### config.mk
export PLATFORM = sky130hd
export DESIGN_NAME = mips32_multicycle_ctrl
export DESIGN_NICKNAME = d
export VERILOG_FILES = /design/src/rtl/mips32_multicycle_ctrl.sv
export SDC_FILE = /design/constraint.sdc
export NUM_CORES = 1
export LEC_CHECK = 0
export ABC_CLOCK_PERIOD_IN_PS = 2400
export CAP_MARGIN = 20
export CELL_PAD_IN_SITES_DETAIL_PLACEMENT = 0
export CELL_PAD_IN_SITES_GLOBAL_PLACEMENT = 1
export CORE_MARGIN = 2
export CORE_UTILIZATION = 40
export DETAILED_ROUTE_END_ITERATION = 12
export DONT_BUFFER_PORTS = 1
export PLACE_DENSITY_LB_ADDON = 0.3
export REMOVE_ABC_BUFFERS = 1
export SLEW_MARGIN = 20
export SYNTH_ARGS = -nofsm -noshare
export SYNTH_HDL_FRONTEND = slang
export SYNTH_SLANG_ARGS = --single-unit
### constraint.sdc
create_clock -name clk -period 2.4 [get_ports clk]
set_input_delay 0.48 -clock clk [delete_from_list [all_inputs] [get_ports clk]]
set_output_delay 0.48 -clock clk [all_outputs]
set_load 0.005 [all_outputs]
### src/rtl/mips32_multicycle_ctrl.sv
// Multi-cycle Moore sequencer for the shared MIPS32 datapath (FETCH/DECODE/EXEC/MEM/WB).
// Define MIPS32_MC_PERF_EN to build the live retired-instruction counter.
module mips32_multicycle_ctrl #(
    parameter int WAIT_TIMEOUT = 255
) (
    input  logic        clk,
    input  logic        rst,
    input  logic [5:0]  opc,
    input  logic [5:0]  func,
    input  logic        aluZero,
    input  logic        memReady,
    output logic        pcWrite,
    output logic        irWrite,
    output logic        iOrD,
    output logic        memRead,
    output logic        memWrite,
    output logic        aluSrcA,
    output logic [1:0]  aluSrcB,
    output logic [2:0]  aluFunc,
    output logic [1:0]  pcSrc,
    output logic        bitXtend,
    output logic        rfWriteEnable,
    output logic        rfWriteAddrSel,
    output logic [1:0]  rfWriteDataSel,
    output logic        invOpcode,
    output logic        memFault,
    output logic [31:0] instRetired
);
    localparam logic [2:0] ALU_AND = 3'd0;
    localparam logic [2:0] ALU_OR  = 3'd1;
    localparam logic [2:0] ALU_ADD = 3'd2;
    localparam logic [2:0] ALU_SUB = 3'd6;
    localparam logic [2:0] ALU_SLT = 3'd7;

    localparam logic [5:0] OP_RTYPE = 6'h00;
    localparam logic [5:0] OP_J     = 6'h02;
    localparam logic [5:0] OP_BEQ   = 6'h04;
    localparam logic [5:0] OP_BNE   = 6'h05;
    localparam logic [5:0] OP_LW    = 6'h23;
    localparam logic [5:0] OP_SW    = 6'h2B;

    localparam logic [7:0] WAIT_LAST = 8'(WAIT_TIMEOUT - 1);

    typedef enum logic [3:0] {
        S_FETCH, S_DECODE, S_EXEC_R, S_RWB, S_MEMADDR, S_MEMRD,
        S_MEMWB, S_MEMWR, S_BRANCH, S_JUMP, S_INVALID, S_HALT
    } state_t;

    // fetch/branch mark the states whose pcWrite/irWrite also follow an input
    typedef struct packed {
        logic       pc_write;
        logic       fetch;
        logic       branch;
        logic       mem_read;
        logic       mem_write;
        logic       i_or_d;
        logic       alu_src_a;
        logic [1:0] alu_src_b;
        logic [2:0] alu_func;
        logic [1:0] pc_src;
        logic       rf_we;
        logic       rf_wa_sel;
        logic [1:0] rf_wd_sel;
        logic       inv;
    } ctrl_t;

    function automatic logic r_func_ok(input logic [5:0] fn);
        return fn inside {6'h20, 6'h22, 6'h24, 6'h25, 6'h2A};
    endfunction

    function automatic logic [2:0] r_alu_func(input logic [5:0] fn);
        case (fn)
            6'h22:   return ALU_SUB;
            6'h24:   return ALU_AND;
            6'h25:   return ALU_OR;
            6'h2A:   return ALU_SLT;
            default: return ALU_ADD;
        endcase
    endfunction

    function automatic ctrl_t decode_ctrl(input state_t s, input logic [5:0] fn);
        ctrl_t c;
        c = '0;
        case (s)
            S_FETCH: begin
                c.fetch = 1'b1; c.mem_read = 1'b1;
                c.alu_src_b = 2'd1; c.alu_func = ALU_ADD;
            end
            S_DECODE:  begin c.alu_src_b = 2'd3; c.alu_func = ALU_ADD; end
            S_EXEC_R:  begin c.alu_src_a = 1'b1; c.alu_func = r_alu_func(fn); end
            S_RWB:     begin c.rf_we = 1'b1; c.rf_wa_sel = 1'b1; end
            S_MEMADDR: begin c.alu_src_a = 1'b1; c.alu_src_b = 2'd2; c.alu_func = ALU_ADD; end
            S_MEMRD:   begin c.mem_read = 1'b1; c.i_or_d = 1'b1; end
            S_MEMWB:   begin c.rf_we = 1'b1; c.rf_wd_sel = 2'd1; end
            S_MEMWR:   begin c.mem_write = 1'b1; c.i_or_d = 1'b1; end
            S_BRANCH: begin
                c.branch = 1'b1; c.alu_src_a = 1'b1;
                c.alu_func = ALU_SUB; c.pc_src = 2'd1;
            end
            S_JUMP:    begin c.pc_write = 1'b1; c.pc_src = 2'd2; end
            S_INVALID: c.inv = 1'b1;
            default:   c = '0;
        endcase
        return c;
    endfunction

    state_t     state_q, state_d;
    logic [7:0] wait_q, wait_d;
    logic       mem_fault_q, mem_fault_d;
    ctrl_t      ctrl_q, ctrl_d;
    logic       mem_state;

    assign mem_state = (state_q == S_FETCH) || (state_q == S_MEMRD) || (state_q == S_MEMWR);

    always_comb begin
        state_d     = state_q;
        wait_d      = '0;
        mem_fault_d = mem_fault_q;
        case (state_q)
            S_FETCH:  if (memReady) state_d = S_DECODE;
            S_DECODE: begin
                case (opc)
                    OP_RTYPE:     state_d = r_func_ok(func) ? S_EXEC_R : S_INVALID;
                    OP_LW, OP_SW: state_d = S_MEMADDR;
                    OP_BEQ, OP_BNE: state_d = S_BRANCH;
                    OP_J:         state_d = S_JUMP;
                    default:      state_d = S_INVALID;
                endcase
            end
            S_EXEC_R:  state_d = S_RWB;
            S_MEMADDR: state_d = (opc == OP_LW) ? S_MEMRD : S_MEMWR;
            S_MEMRD:   if (memReady) state_d = S_MEMWB;
            S_MEMWR:   if (memReady) state_d = S_FETCH;
            S_HALT:    state_d = S_HALT;
            default:   state_d = S_FETCH;
        endcase
        // a stalled memory state counts up; the last allowed wait trips the fault
        if (mem_state && !memReady) begin
            if (wait_q == WAIT_LAST) begin
                mem_fault_d = 1'b1;
                state_d     = S_HALT;
            end else begin
                wait_d = wait_q + 8'd1;
            end
        end
        ctrl_d = decode_ctrl(state_d, func);
    end

    always_ff @(posedge clk) begin
        if (rst) begin
            state_q     <= S_FETCH;
            wait_q      <= '0;
            mem_fault_q <= 1'b0;
            ctrl_q      <= decode_ctrl(S_FETCH, 6'h00);
        end else begin
            state_q     <= state_d;
            wait_q      <= wait_d;
            mem_fault_q <= mem_fault_d;
            ctrl_q      <= ctrl_d;
        end
    end

`ifdef MIPS32_MC_PERF_EN
    logic [31:0] retired_q, retired_d;
    logic        retire;

    assign retire = (state_q == S_RWB) || (state_q == S_MEMWB) || (state_q == S_BRANCH) ||
                    (state_q == S_JUMP) || ((state_q == S_MEMWR) && memReady);
    assign retired_d = retired_q + 32'(retire);

    always_ff @(posedge clk) begin
        if (rst) retired_q <= '0;
        else     retired_q <= retired_d;
    end

    assign instRetired = rst ? 32'd0 : retired_q;
`else
    assign instRetired = 32'd0;
`endif

    logic br_take;
    assign br_take = (opc == OP_BEQ) ? aluZero : !aluZero;

    assign pcWrite        = !rst && (ctrl_q.pc_write || (ctrl_q.fetch && memReady) ||
                                     (ctrl_q.branch && br_take));
    assign irWrite        = !rst && ctrl_q.fetch && memReady;
    assign iOrD           = !rst && ctrl_q.i_or_d;
    assign memRead        = !rst && ctrl_q.mem_read;
    assign memWrite       = !rst && ctrl_q.mem_write;
    assign aluSrcA        = !rst && ctrl_q.alu_src_a;
    assign aluSrcB        = rst ? 2'd0 : ctrl_q.alu_src_b;
    assign aluFunc        = rst ? 3'd0 : ctrl_q.alu_func;
    assign pcSrc          = rst ? 2'd0 : ctrl_q.pc_src;
    assign bitXtend       = 1'b0;
    assign rfWriteEnable  = !rst && ctrl_q.rf_we;
    assign rfWriteAddrSel = !rst && ctrl_q.rf_wa_sel;
    assign rfWriteDataSel = rst ? 2'd0 : ctrl_q.rf_wd_sel;
    assign invOpcode      = !rst && ctrl_q.inv;
    assign memFault       = !rst && mem_fault_q;
endmodule

==> results.md <==
* Flops & latches, synth at 29
* Post-synth cell types at 55
* Buf+Inv Stages, Crit Path at 0
* Clock Path Buffers at 2
* Die height at roughly 72 um
* Starting density of the core at between 40% and 50%
* Tcrit/Tclk final at a little over 90%
* Final hold violations at 0
* Syn Area/Cell at between 8 and 9 um2
* CP Max Fanout at 13
* TritonCTS Buffers at 5
* # resized after CTS at 0
* First-pass GRT wire length at between 5000 and 6000 um
* Layout cells sized above 1 at around 8.4%
* Sequential area share after synthesis at roughly a third
* H-tree depth at 2
* Max-slew headroom at 66.38%
* Status: finished clean
* Area delta synth->final at 0.1355%
* DIE AREA at roughly 5200 um2
* Worst slew pin tran at 503.7 ps
* Drt first pass iters at 4
* Routed Antenna Nets at 0
* Pin count of the biggest net entering global routing at 33
* RD Place Congestion at between 0.7 and 0.8
* Tmin final at 2234 ps
* Final Non-Filler Cells at approximately 270
* Placement Cell Area at ~1700 um2
* VDD IR max at ~400 uV
* Sequential cell area at 580.6 um2
* Multi-input logic area at ~1100 um2
* Final instance area at 1848 um2
* ANT cells at 0
* WP data required at 2570 ps
* Chip width at slightly above 70 um
* Clock sinks at 29
* Final setup vio count at 0
* Main synth FF type: dfxtp_1
* Clk root buf: clkbuf_8
* CP arrival at around 2400 ps
* Clock slew at reported path FFs at roughly 60 ps
* # hold bufs at CTS at 0
* Unrepaired setup endpoints after global routing: no
* Slowest CP cell: dfxtp_1
* Routed len/inst at between 10 and 15 um
* Final slew viol count at 0
* Worst-skew pair later-pin latency at between 200 and 300 ps
* Post-CTS Setup Bufs at 0
* Synth warnings at 0
* Max-Cap Viols at 0
* CP top delay family: compound AO/OA/AOI/OAI gates
* Pwr/cell area at ~730 nW/um2
* DRC Markers at 0
* Gr ovfl total at 0
* # IOs at between 60 and 70
* Synthesized area at 1846 um2
* Placed Cells at ~260
* Mapped Cells at roughly 220
* HP Class: in2reg
* CTS tree: yes
* CORE AREA at ~4400 um2
* CP startpoint kind: flip-flop
* Final Power at 1.355 mW
* Iteration-0 DRC Markers at 93
* Post-synth EDFFs at 0
* Final nets at 232
* WHS at around 270 ps
* Leakage at roughly 0.75 nW
* Worst Skew at ~2.0 ps
* FP Rows at 24
* Max stage delay on crit path at 570 ps
* Crit-path cells: nor4b_4 -> o211ai_1 -> a32oi_2 -> nor2_2 -> mux2_1 -> a211o_1
* PortBufs at 0
* DRT Wirelength at about 3300 um
* Setup crit end kind: flip-flop
* Initial antenna violation count at 0
* Setup TNS at 0 ps
* Critical path type: reg2reg
* All-layer global routing usage at 13.65%
* Vias in the first global route at around 1.1k
* Via count at 1,331
* Ys async rst share at 0%
* Fill cell count at 439
* HPWL after DPL at about 2400 um
* Max Freq at roughly 450 MHz
* Via/cell ratio at around 5
-- sequential cells by signal (all words and copies together), names as in the netlist --
| name | count |
|---|---|
| ctrl_q | 16 |
| mem_fault_q | 1 |
| state_q | 4 |
| wait_q | 8 |
-- layout make-up --
class,instances,area share (%)
clock inverters,1,0.2708
flip-flops and latches,29,31.42
multi-input cells,172,57.96
well taps,52,3.521
repair buffers,2,0.8125
inverters,4,0.8125
clock buffers,7,5.213
-- power breakdown --
group | switching [mW] | internal (mW)
Combinational | 0.186 | 0.159
Sequential | 0.0424 | 0.529
Clock | 0.181 | 0.259
Total | 0.409 | 0.946
-- worst register-to-register path, delay by kind of cell, from the launching register on --
| family | cells | cell delay [ps] |
|---|---|---|
| AO/OA/AOI/OAI | 3 | 760 |
| flip-flops | 1 | 570 |
| AND/OR/NAND/NOR | 2 | 470 |
| multiplexers | 1 | 330 |
-- placed cells by master, fill, tap and decap left out, types with 3 or more instances in the layout --
cell type and n:
nor3_1 6, nor2b_1 18, o21ai_0 4, nand3_1 3, a21oi_1 4, nor4b_1 5, nand2_1 8, a211o_1 3
mux2i_1 3, nor2_1 22, nor3b_1 3, xor2_1 6, nand2b_1 6, inv_1 4, clkbuf_8 7, dfxtp_1 29
nor4_1 3, conb_1 34
-- stage by stage --
step / setup WS, ps / utilization (%)
2_1_floorplan: 402.3 / -
3_3_place_gp: 237.9 / 39.57
3_5_place_dp: 183.6 / 39.57
4_1_cts: 179.0 / 41.87
5_1_grt: 34.31 / 41.87
6_report: 165.7 / 41.87
-- worst paths after layout --
check	from	slack (ps)	endpoint	depth (start not counted)
worst max-delay path	state_q[0]	170	ctrl_q[8]	6
worst min-delay path	rst	270	mem_fault_q	1
worst max register to register	state_q[0]	170	ctrl_q[8]	6
worst min register to register	mem_fault_q	470	mem_fault_q	2
-- logic make-up (layout without fill, tap and decap cells) --
logic type / Yosys count / in the layout / synth area share, %
AND/OR/NAND/NOR: 95 / 95 / 31.32
multiplexers: 4 / 4 / 2.237
other: 1 / 34 / 0.2032
adder cells (fa/ha/maj): 2 / 2 / 1.356
flip-flops: 29 / 29 / 31.46
buffers and inverters: 47 / 14 / 17.22
AO/OA/AOI/OAI: 29 / 29 / 12.41
XOR/XNOR: 8 / 8 / 3.797
-- cells in the mapped netlist, types with 4 or more instances --
| master | n | share of area (%) |
|---|---|---|
| nor4b_1 | 5 | 2.4 |
| dfxtp_1 | 29 | 31 |
| nor2b_1 | 18 | 6.1 |
| nand2_1 | 8 | 1.6 |
| nor3_1 | 6 | 1.6 |
| o21ai_0 | 4 | 1.1 |
| inv_1 | 4 | 0.81 |
| buf_2 | 5 | 1.4 |
| buf_4 | 34 | 14 |
| a21oi_1 | 4 | 1.1 |
| nor2_1 | 22 | 4.5 |
| nand2b_1 | 6 | 2.0 |
| xor2_1 | 6 | 2.8 |
-- layer usage --
metal  wire, um  global-route usage (%)  part of all wire [%]
met3        284                   5.000                   8.7
met5          0                       0                     0
met1       1480                   17.27                    45
met4         76                   6.918                   2.3
met2       1418                   20.47                    43
Note: power is estimated with default switching activity, not from simulation.
